### config.mk
export PLATFORM = sky130hd
export DESIGN_NAME = io_scan_sched_flat
export DESIGN_NICKNAME = d
export VERILOG_FILES = /design/src/rtl/io_scan_sched_if.sv /design/src/rtl/io_scan_sched.sv /design/src/flat_wrapper.sv
export SDC_FILE = /design/constraint.sdc
export NUM_CORES = 1
export LEC_CHECK = 0
export CORE_MARGIN = 4
export CORE_UTILIZATION = 49
export CTS_CLUSTER_SIZE = 40
export DETAILED_ROUTE_END_ITERATION = 16
export PLACE_DENSITY_LB_ADDON = 0.05
export SETUP_SLACK_MARGIN = 0.4
export SLEW_MARGIN = 20
export SYNTH_ARGS = -nofsm -noshare
export SYNTH_HDL_FRONTEND = slang
export SYNTH_SLANG_ARGS = --single-unit
### constraint.sdc
create_clock -name clk_25M -period 3.95 [get_ports clk_25M]
set_clock_uncertainty 0.1 [all_clocks]
set_input_delay 0.395 -clock clk_25M [delete_from_list [all_inputs] [get_ports clk_25M]]
set_output_delay 0.395 -clock clk_25M [all_outputs]
set_load 0.03 [all_outputs]
### src/rtl/io_scan_sched_if.sv
// io_scan_sched_if: enable, label ROM port and per-pin serial lines of the
// pin-identification scan scheduler.
interface io_scan_sched_if #(
    parameter int N_PIN = 147,
    parameter int AW    = $clog2(N_PIN)
);
    logic             en;
    logic [AW-1:0]    label_addr;
    logic [31:0]      label_data;
    logic [N_PIN-1:0] uart_tx;
    logic [AW-1:0]    pin_idx;
    logic             busy;
    logic             scan_done;

    modport master (
        input  en,
        input  label_data,
        output label_addr,
        output uart_tx,
        output pin_idx,
        output busy,
        output scan_done
    );

    modport slave (
        output en,
        output label_data,
        input  label_addr,
        input  uart_tx,
        input  pin_idx,
        input  busy,
        input  scan_done
    );
endinterface

### src/rtl/io_scan_sched.sv
// io_scan_sched: one shared 8N1 serializer that walks every test pin in turn,
// sending that pin's 4-character ROM label plus CR LF on that pin's line only.
// All other lines sit high, so a probe on any pin decodes only its own name.
module io_scan_sched #(
    parameter int N_PIN     = 147,
    parameter int CLK_FRE   = 25,
    parameter int UART_RATE = 115200,
    parameter int GAP_BITS  = 10,
    parameter int AW        = $clog2(N_PIN)
) (
    input  logic            clk_25M,
    input  logic            rst,
    io_scan_sched_if.master bus
);
    localparam int BAUD_DIV = CLK_FRE * 1_000_000 / UART_RATE;
    localparam int GAP_LEN  = GAP_BITS * BAUD_DIV;
    localparam int BW       = $clog2(BAUD_DIV);
    localparam int GW       = $clog2(GAP_LEN + 1);

    localparam logic [BW-1:0] BAUD_LAST = BW'(BAUD_DIV - 1);
    localparam logic [GW-1:0] GAP_LAST  = GW'(GAP_LEN - 1);
    localparam logic [AW-1:0] PIN_LAST  = AW'(N_PIN - 1);

    typedef enum logic [2:0] {
        IDLE,
        FETCH,
        LOAD,
        START,
        DATA,
        STOP,
        GAP
    } state_t;

    state_t           state, state_n;
    logic [BW-1:0]    baud_cnt, baud_cnt_n;
    logic [2:0]       bit_cnt, bit_cnt_n;
    logic [2:0]       byte_cnt, byte_cnt_n;
    logic [GW-1:0]    gap_cnt, gap_cnt_n;
    logic [47:0]      frame, frame_n;
    logic [AW-1:0]    pin_idx, pin_idx_n;
    logic             done, done_n;
    logic [N_PIN-1:0] tx, tx_n;
    logic [7:0]       cur_byte_n;
    logic             line_n;
    logic             baud_end;

    assign baud_end       = (baud_cnt == BAUD_LAST);
    assign bus.label_addr = pin_idx;
    assign bus.pin_idx    = pin_idx;
    assign bus.busy       = (state != IDLE);
    assign bus.scan_done  = done;
    assign bus.uart_tx    = tx;

    // State register; the serial lines are flops so a pin change cannot glitch.
    always_ff @(posedge clk_25M) begin
        if (rst) begin
            state    <= IDLE;
            baud_cnt <= '0;
            bit_cnt  <= '0;
            byte_cnt <= '0;
            gap_cnt  <= '0;
            frame    <= '0;
            pin_idx  <= '0;
            done     <= 1'b0;
            tx       <= '1;
        end else begin
            state    <= state_n;
            baud_cnt <= baud_cnt_n;
            bit_cnt  <= bit_cnt_n;
            byte_cnt <= byte_cnt_n;
            gap_cnt  <= gap_cnt_n;
            frame    <= frame_n;
            pin_idx  <= pin_idx_n;
            done     <= done_n;
            tx       <= tx_n;
        end
    end

    // Next state, counters and the next value of every serial line.
    always_comb begin
        state_n    = state;
        baud_cnt_n = baud_cnt;
        bit_cnt_n  = bit_cnt;
        byte_cnt_n = byte_cnt;
        gap_cnt_n  = gap_cnt;
        frame_n    = frame;
        pin_idx_n  = pin_idx;
        done_n     = 1'b0;

        case (state)
            IDLE: begin
                if (bus.en) begin
                    state_n = FETCH;
                end
            end
            FETCH: begin
                state_n = LOAD;
            end
            LOAD: begin
                frame_n    = {bus.label_data, 8'h0D, 8'h0A};
                byte_cnt_n = '0;
                bit_cnt_n  = '0;
                baud_cnt_n = '0;
                state_n    = START;
            end
            START: begin
                if (baud_end) begin
                    baud_cnt_n = '0;
                    bit_cnt_n  = '0;
                    state_n    = DATA;
                end else begin
                    baud_cnt_n = baud_cnt + 1'b1;
                end
            end
            DATA: begin
                if (baud_end) begin
                    baud_cnt_n = '0;
                    if (bit_cnt == 3'd7) begin
                        state_n = STOP;
                    end else begin
                        bit_cnt_n = bit_cnt + 3'd1;
                    end
                end else begin
                    baud_cnt_n = baud_cnt + 1'b1;
                end
            end
            STOP: begin
                if (baud_end) begin
                    baud_cnt_n = '0;
                    if (byte_cnt == 3'd5) begin
                        gap_cnt_n = '0;
                        state_n   = GAP;
                    end else begin
                        byte_cnt_n = byte_cnt + 3'd1;
                        bit_cnt_n  = '0;
                        frame_n    = {frame[39:0], 8'h00};
                        state_n    = START;
                    end
                end else begin
                    baud_cnt_n = baud_cnt + 1'b1;
                end
            end
            GAP: begin
                if (gap_cnt == GAP_LAST) begin
                    gap_cnt_n = '0;
                    done_n    = (pin_idx == PIN_LAST);
                    pin_idx_n = (pin_idx == PIN_LAST) ? '0 : pin_idx + 1'b1;
                    state_n   = bus.en ? FETCH : IDLE;
                end else begin
                    gap_cnt_n = gap_cnt + 1'b1;
                end
            end
            default: begin
                state_n = IDLE;
            end
        endcase

        cur_byte_n = frame_n[47:40];
        case (state_n)
            START:   line_n = 1'b0;
            DATA:    line_n = cur_byte_n[bit_cnt_n];
            default: line_n = 1'b1;
        endcase

        tx_n            = '1;
        tx_n[pin_idx_n] = line_n;
    end
endmodule

### src/flat_wrapper.sv
// flat-port wrapper written by rule: the top's interface ports become plain ports
module io_scan_sched_flat 
#(
    parameter int N_PIN     = 147,
    parameter int CLK_FRE   = 25,
    parameter int UART_RATE = 115200,
    parameter int GAP_BITS  = 10,
    parameter int AW        = $clog2(N_PIN)
)
  (clk_25M, rst, bus_en, bus_label_data, bus_label_addr, bus_uart_tx, bus_pin_idx, bus_busy, bus_scan_done);
  io_scan_sched_if #(.N_PIN(N_PIN), .AW(AW)) bus_i ();
  input  logic clk_25M;
  input  logic rst;
  input wire logic [$bits(bus_i.en)-1:0] bus_en;
  input wire logic [$bits(bus_i.label_data)-1:0] bus_label_data;
  output wire logic [$bits(bus_i.label_addr)-1:0] bus_label_addr;
  output wire logic [$bits(bus_i.uart_tx)-1:0] bus_uart_tx;
  output wire logic [$bits(bus_i.pin_idx)-1:0] bus_pin_idx;
  output wire logic [$bits(bus_i.busy)-1:0] bus_busy;
  output wire logic [$bits(bus_i.scan_done)-1:0] bus_scan_done;
  assign bus_i.en = bus_en;
  assign bus_i.label_data = bus_label_data;
  assign bus_label_addr = bus_i.label_addr;
  assign bus_uart_tx = bus_i.uart_tx;
  assign bus_pin_idx = bus_i.pin_idx;
  assign bus_busy = bus_i.busy;
  assign bus_scan_done = bus_i.scan_done;
  io_scan_sched #(.N_PIN(N_PIN), .CLK_FRE(CLK_FRE), .UART_RATE(UART_RATE), .GAP_BITS(GAP_BITS), .AW(AW)) u_core (.clk_25M(clk_25M), .rst(rst), .bus(bus_i));
endmodule
-- Yosys cells after proc, flatten, opt, wreduce, memory -nomap -nowiden
Index checks and enable logic that the tools add are counted.
- magnitude comparators: 3
- add/subtract/negate cells: 5
- mux-type cells: 35
- reductions and logical operators: 10
- bitwise operators: 4
- equal/unequal tests: 16
- operator list (kind ; number):
    147-bit inverter ; 1
    147-bit OR ; 1
    48-bit two-way mux ; 2
    48-bit case mux with 2 select lines ; 1
    3-bit two-way mux ; 14
    12-bit two-way mux ; 3
    8-bit two-way mux ; 4
    12-bit case mux with 2 select lines ; 1
    3-bit case mux with 7 select lines ; 1
    3-bit == test, second input constant ; 6
    8-bit by 1-bit adder with 8-bit output, second input constant ; 2
    8-bit == test, second input constant ; 2
    8-bit case mux with 2 select lines ; 1
    12-bit by 1-bit adder with 12-bit output, second input constant ; 1
    12-bit == test, second input constant ; 1
    3-bit case mux with 4 select lines ; 1
    3-bit by 2-bit == test with 1-bit output, second input constant ; 3
    8-bit by 9-bit less-than comparator with 1-bit output, second input constant ; 1
    1-bit demux with 8-bit select ; 1
    8-bit by 1-bit greater-or-equal comparator with 1-bit output, second input constant ; 1
    3-bit by 1-bit adder with 3-bit output, second input constant ; 2
    3-bit case mux with 2 select lines ; 1
    3-bit AND reduction ; 2
    2-bit nonzero test ; 3
    12 further kinds ; 17
- flip-flop bits (word level): 233
- output and inout bits: 165
- input port bits: 35
- word-level logic and storage cells: 83

-- Logic depth before layout (Yosys ltp)
- depth after elaboration: 10
- mapped depth: 13
- mapped depth without buffers: 10

-- Worst setup path before layout
No wires, ideal clock.
- path type: register to register
- from: register u_core.pin_idx[0], in the netlist u_core.bus.label_addr[0]
- to: register u_core.tx[68], in the netlist u_core.bus.uart_tx[68]
- data required time: 3.716 ns
- path buffers: 3
- library setup time: 0.134 ns
- slack: 0.851 ns
- clock period less this slack: 3.099 ns
- data arrival time: 2.866 ns
- cell stages (with the launch flop): 13
- cell sequence: dfxtp_1 > clkbuf_1 > inv_1 > ha_1 > nor4bb_1 > and4b_1 > buf_2 > or3_1 > o21ai_1 > and2_1 > clkbuf_1 > nor2b_1 > nand3_1
- longest elaborated chain between the ends: 10
- elaborated cells on any way between the ends: 12
- classes of those cells: 1 x add/sub; 2 x order compare; 1 x eq/ne; 5 x mux; 2 x bitwise; 1 x reduce/logical
- ends and longest elaborated chain (element ; line ; source):
    start: declaration ; io_scan_sched.sv:40 ; logic [AW-1:0] pin_idx, pin_idx_n;
    start signal: assignment ; io_scan_sched.sv:73 ; pin_idx <= pin_idx_n;
    8-bit by 1-bit adder with 8-bit output / 8-bit == test (equally long branches) ; io_scan_sched.sv:147 ; pin_idx_n = (pin_idx == PIN_LAST) ? '0 : pin_idx + 1'b1;
    8-bit two-way mux ; io_scan_sched.sv:147 ;
    8-bit two-way mux ; io_scan_sched.sv:144 ; if (gap_cnt == GAP_LAST) begin
    8-bit two-way mux * ; io_scan_sched.sv:90 ; case (state)
    8-bit by 9-bit less-than comparator with 1-bit output (implied by the code) / 8-bit by 1-bit greater-or-equal comparator with 1-bit output (equally long branches) ; io_scan_sched.sv:166 ; tx_n[pin_idx_n] = line_n;
    1-bit logical AND (implied by the code) ; io_scan_sched.sv:166 ;
    1-bit two-way mux (implied by the code) ; io_scan_sched.sv:166 ;
    1-bit demux with 8-bit select * ; n/a ;
    147-bit inverter (no source line) * ; n/a ;
    147-bit OR (no source line) * ; n/a ;
    end signal: assignment ; io_scan_sched.sv:75 ; tx <= tx_n;
    end: declaration ; io_scan_sched.sv:42 ; logic [N_PIN-1:0] tx, tx_n;
Mark *: on every way between the ends. The rest lies on a longest branch, timed or not.
A chain may end at the register's enable or synchronous reset.

-- Final worst setup path
- from: register u_core.pin_idx[0], in the netlist u_core.bus.label_addr[0]
- to: register u_core.tx[101], in the netlist u_core.bus.uart_tx[101]
Same word-level chain as after synthesis.

==> insert_results.sql <==
INSERT INTO impl_metrics (metric_group, metric, value, unit) VALUES
('status', 'run_status', 'finished, final reports clean', ''),
('routing', 'final_routed_drc_violation_total', '0', ''),
('routing', 'routed-via-count', '6946', ''),
('global_routing', 'grt_antenna_before_repair', '0', ''),
('layout', 'register_cell_area_after_layout', '0.004444', 'mm^2'),
('sta', 'hold-worst-slack', '0.06461', 'ns'),
('floorplan', 'row_count', '46', ''),
('routing', 'routed_wl', '21820', 'um'),
('layout', 'most_frequent_standard_cell_in_the_layout_excluding_fill_and_tap_cells', 'sky130_fd_sc_hd__dfxtp_1', ''),
('layout', 'layout_common_cells', '222 x sky130_fd_sc_hd__dfxtp_1, 198 x sky130_fd_sc_hd__clkdlybuf4s50_1, 144 x sky130_fd_sc_hd__nand3_1', ''),
('worst_setup_path', 'reg_to_reg_setup_timing_slack', '0.64', 'ns'),
('worst_setup_path', 'worstSetupEndpointType', 'register', ''),
('power', 'powerDensity', '411.9', 'mW/mm^2'),
('worst_setup_path', 'regToRegEndpoint', 'u_core.bus.uart_tx[101]$_SDFF_PP1_', ''),
('sta', 'slew_viol_final', '0', ''),
('routing', 'ant_nets', '0', ''),
('sta', 'clock.fmax', '0.3019', 'GHz'),
('worst_setup_path', 'crit_path_max_fanout', '12', ''),
('floorplan', 'pin_count', '200', ''),
('yosys', 'synth_flop_cell', 'sky130_fd_sc_hd__dfxtp_1', ''),
('layout', 'number_of_nets_in_the_layout', '1094', ''),
('power', 'power_leakage', '3.905', 'nW'),
('worst_setup_path', 'crit_end', 'u_core.bus.uart_tx[101]$_SDFF_PP1_', ''),
('layout', 'multi_input_area', '0.003323', 'mm^2'),
('floorplan', 'die_height', '137.0', 'um'),
('clocking', 'clock-sinks', '222', ''),
('global_routing', 'grt_max_degree', '63', ''),
('yosys', 'synth_seq_area_share', '54.54', '%'),
('worst_setup_path', 'timing.reg2reg.worst_path_depth', '9', ''),
('global_routing', 'global_route_wire_length_before_repair', '33720', 'um'),
('global_routing', 'globalRouteTotalUtil', '22.38', '%'),
('routing', '1st_pass_router_iterations', '6', ''),
('floorplan', 'die-area', '0.01876', 'mm^2'),
('global_routing', 'first_global_vias', '6238', ''),
('layout', 'layout-drive-gt1-share', '7.902', '%'),
('worst_setup_path', 'setup.worst_path.start_class', 'register', ''),
('sta', 'fin_crit_sh', '83.85', '%'),
('floorplan', 'die_width', '137.0', 'um'),
('layout', 'post-route-util', '68.11', '%'),
('routing', 'avgRoutedWirePerCell', '17.06', 'um'),
('sta', 'relSlewSlack', '43.29', '%'),
('yosys', 'syn_area_per_cell', '9.324', 'um^2'),
('sta', 'setup-violations-final', '0', ''),
('worst_setup_path', 'timing.critical_path.arrival', '3.60', 'ns'),
('global_routing', 'grt_overflow_total', '0', ''),
('worst_hold_path', 'hold_path.class', 'input pin to register', ''),
('floorplan', 'fp.coreArea', '0.01612', 'mm^2'),
('routing', 'drtIter0Drc', '513', ''),
('yosys', 'post_synth_inst_count', '874', ''),
('clocking', 'cts_htree_levels', '1', ''),
('yosys', 'yosysWarningCount', '0', ''),
('sta', 'final.setup.tns', '0', 'ns'),
('placed_design', 'dp_hpwl', '15750', 'um'),
('yosys', 'synth.cell_area', '0.008149', 'mm^2'),
('worst_setup_path', 'critPathKind', 'register to register', ''),
('yosys', 'syn_nets', '918', ''),
('run', 'maxCapViolations', '0', ''),
('clocking', 'tritoncts', 'done', ''),
('yosys', 'synth_enable_flop_cells', '0', ''),
('clocking', 'clock_insertion_delay_worst_skew', '0.51', 'ns'),
('worst_setup_path', 'cp_data_required_time', '4.24', 'ns'),
('yosys', 'synth_cell_type_count', '73', ''),
('layout', 'area_growth', '34.68', '%'),
('sta', 'max_slew.worst_pin.slew', '0.8488', 'ns'),
('floorplan', 'initial_core_util', '50.57', '%'),
('placed_design', 'place_inst', '1239', ''),
('routing', 'avgViaCountPerCell', '5.431', ''),
('placed_design', 'port_buffers', '199', ''),
('clocking', 'clk_pin_slew_worst_paths', '0.06', 'ns'),
('layout', 'count_of_non_filler_cells_in_the_finished_layout', '1279', ''),
('clocking', 'tritoncts.num_buffers', '23', '');
flip-flops by register name, summed over array words and instances, names as in the netlist:
name,cells
u_core.state,3
u_core.bit_cnt,3
u_core.baud_cnt,8
u_core.gap_cnt,12
u_core.bus.uart_tx,147
u_core.frame,37
u_core.bus.scan_done,1
u_core.byte_cnt,3
u_core.bus.label_addr,8
worst min-delay path by stage:
stage,from,end,cells past startpoint
after floorplan,u_core.frame[36]$_SDFFE_PP0P_,u_core.frame[36]$_SDFFE_PP0P_,2
after global placement,u_core.frame[29]$_SDFFE_PP0P_,u_core.frame[29]$_SDFFE_PP0P_,2
after detailed placement,u_core.frame[29]$_SDFFE_PP0P_,u_core.frame[29]$_SDFFE_PP0P_,2
after CTS,rst,u_core.bus.label_addr[1]$_SDFF_PP0_,2
after global routing,rst,u_core.bus.label_addr[1]$_SDFF_PP0_,2
final,rst,u_core.bus.label_addr[1]$_SDFF_PP0_,2
repair_timing:
action                     4_1_cts  5_1_grt
gates resized for setup          0        4
setup endpoints to repair        0       52
buffers inserted                 0        2
metal layers:
layer / global-route usage, % / part of all wire (%)
met5: 0 / 0
met4: 5.322 / 2.1
met3: 4.118 / 7.3
met2: 37.93 / 49
met1: 29.70 / 41
report_power, final:
part / leakage [nW] / internal, mW / switching (mW)
clock: 0.344 / 1.15 / 0.853
combinational: 1.76 / 0.0952 / 0.139
sequential: 1.80 / 2.27 / 0.0190
worst max-delay path: stages, from the launching register on:
cell	delay, ns
sky130_fd_sc_hd__dfxtp_1	0.54
sky130_fd_sc_hd__inv_1	0.18
sky130_fd_sc_hd__ha_1	0.23
sky130_fd_sc_hd__nor4bb_1	0.13
sky130_fd_sc_hd__and4b_1	0.32
sky130_fd_sc_hd__or3_1	0.43
sky130_fd_sc_hd__o21ai_1	0.40
sky130_fd_sc_hd__and2_1	0.37
sky130_fd_sc_hd__nor2b_1	0.37
sky130_fd_sc_hd__nand3_1	0.11
through the flow:
step	instance area, um^2	power [mW]	worst slack (ns)
after detailed placement	10240	2.568	0.6123
after global routing	10980	4.673	0.3986
after CTS	10940	4.544	0.5806
after floorplan	8149	2.489	0.8508
final	10980	4.520	0.6380
after global placement	10240	2.566	0.7236
kinds of logic (layout without fill, tap and decap cells):
| logic type | Yosys count | after routing | share of synthesized area [%] |
|---|---|---|---|
| multiplexers | 4 | 4 | 0.5527 |
| buffers and inverters | 83 | 272 | 4.990 |
| flip-flops | 222 | 222 | 54.54 |
| AND/OR/NAND/NOR | 406 | 406 | 26.16 |
| XOR/XNOR | 17 | 17 | 1.919 |
| AO/OA/AOI/OAI | 133 | 133 | 10.46 |
| adder cells (fa/ha/maj) | 9 | 9 | 1.382 |
cell type report:
class                      instances  area share [%]
timing repair buffer             225           20.11
tap                              216           2.462
sequential                       222           40.49
inverter                           9          0.3078
clock buffer                      32           5.917
multi-input combinational        569           30.28
clock inverter                     6          0.4332
synthesized netlist by cell type, types with 4 or more instances:
cell type / number / share of area, %
sky130_fd_sc_hd__nand2_1: 64 / 2.9
sky130_fd_sc_hd__a21oi_1: 50 / 3.1
sky130_fd_sc_hd__a31oi_1: 11 / 0.84
sky130_fd_sc_hd__buf_4: 12 / 1.1
sky130_fd_sc_hd__dfxtp_1: 222 / 55
sky130_fd_sc_hd__xnor2_1: 6 / 0.64
sky130_fd_sc_hd__and3_1: 8 / 0.61
sky130_fd_sc_hd__ha_1: 9 / 1.4
sky130_fd_sc_hd__inv_1: 8 / 0.37
sky130_fd_sc_hd__nor2_1: 69 / 3.2
sky130_fd_sc_hd__nor3_1: 13 / 0.80
sky130_fd_sc_hd__clkbuf_1: 32 / 1.5
sky130_fd_sc_hd__nand3_1: 144 / 8.8
sky130_fd_sc_hd__o21ai_0: 16 / 0.98
sky130_fd_sc_hd__nor2b_1: 18 / 1.4
sky130_fd_sc_hd__buf_2: 20 / 1.2
sky130_fd_sc_hd__xor2_1: 10 / 1.1
sky130_fd_sc_hd__nand2b_1: 4 / 0.31
sky130_fd_sc_hd__buf_1: 5 / 0.23
sky130_fd_sc_hd__a211oi_1: 4 / 0.37
sky130_fd_sc_hd__and2_1: 20 / 1.5
sky130_fd_sc_hd__nor3b_1: 5 / 0.46
sky130_fd_sc_hd__a22oi_1: 19 / 1.8
sky130_fd_sc_hd__a22o_1: 7 / 0.75
sky130_fd_sc_hd__nand4_1: 24 / 1.8
Note: power is estimated with default switching activity, not from simulation.
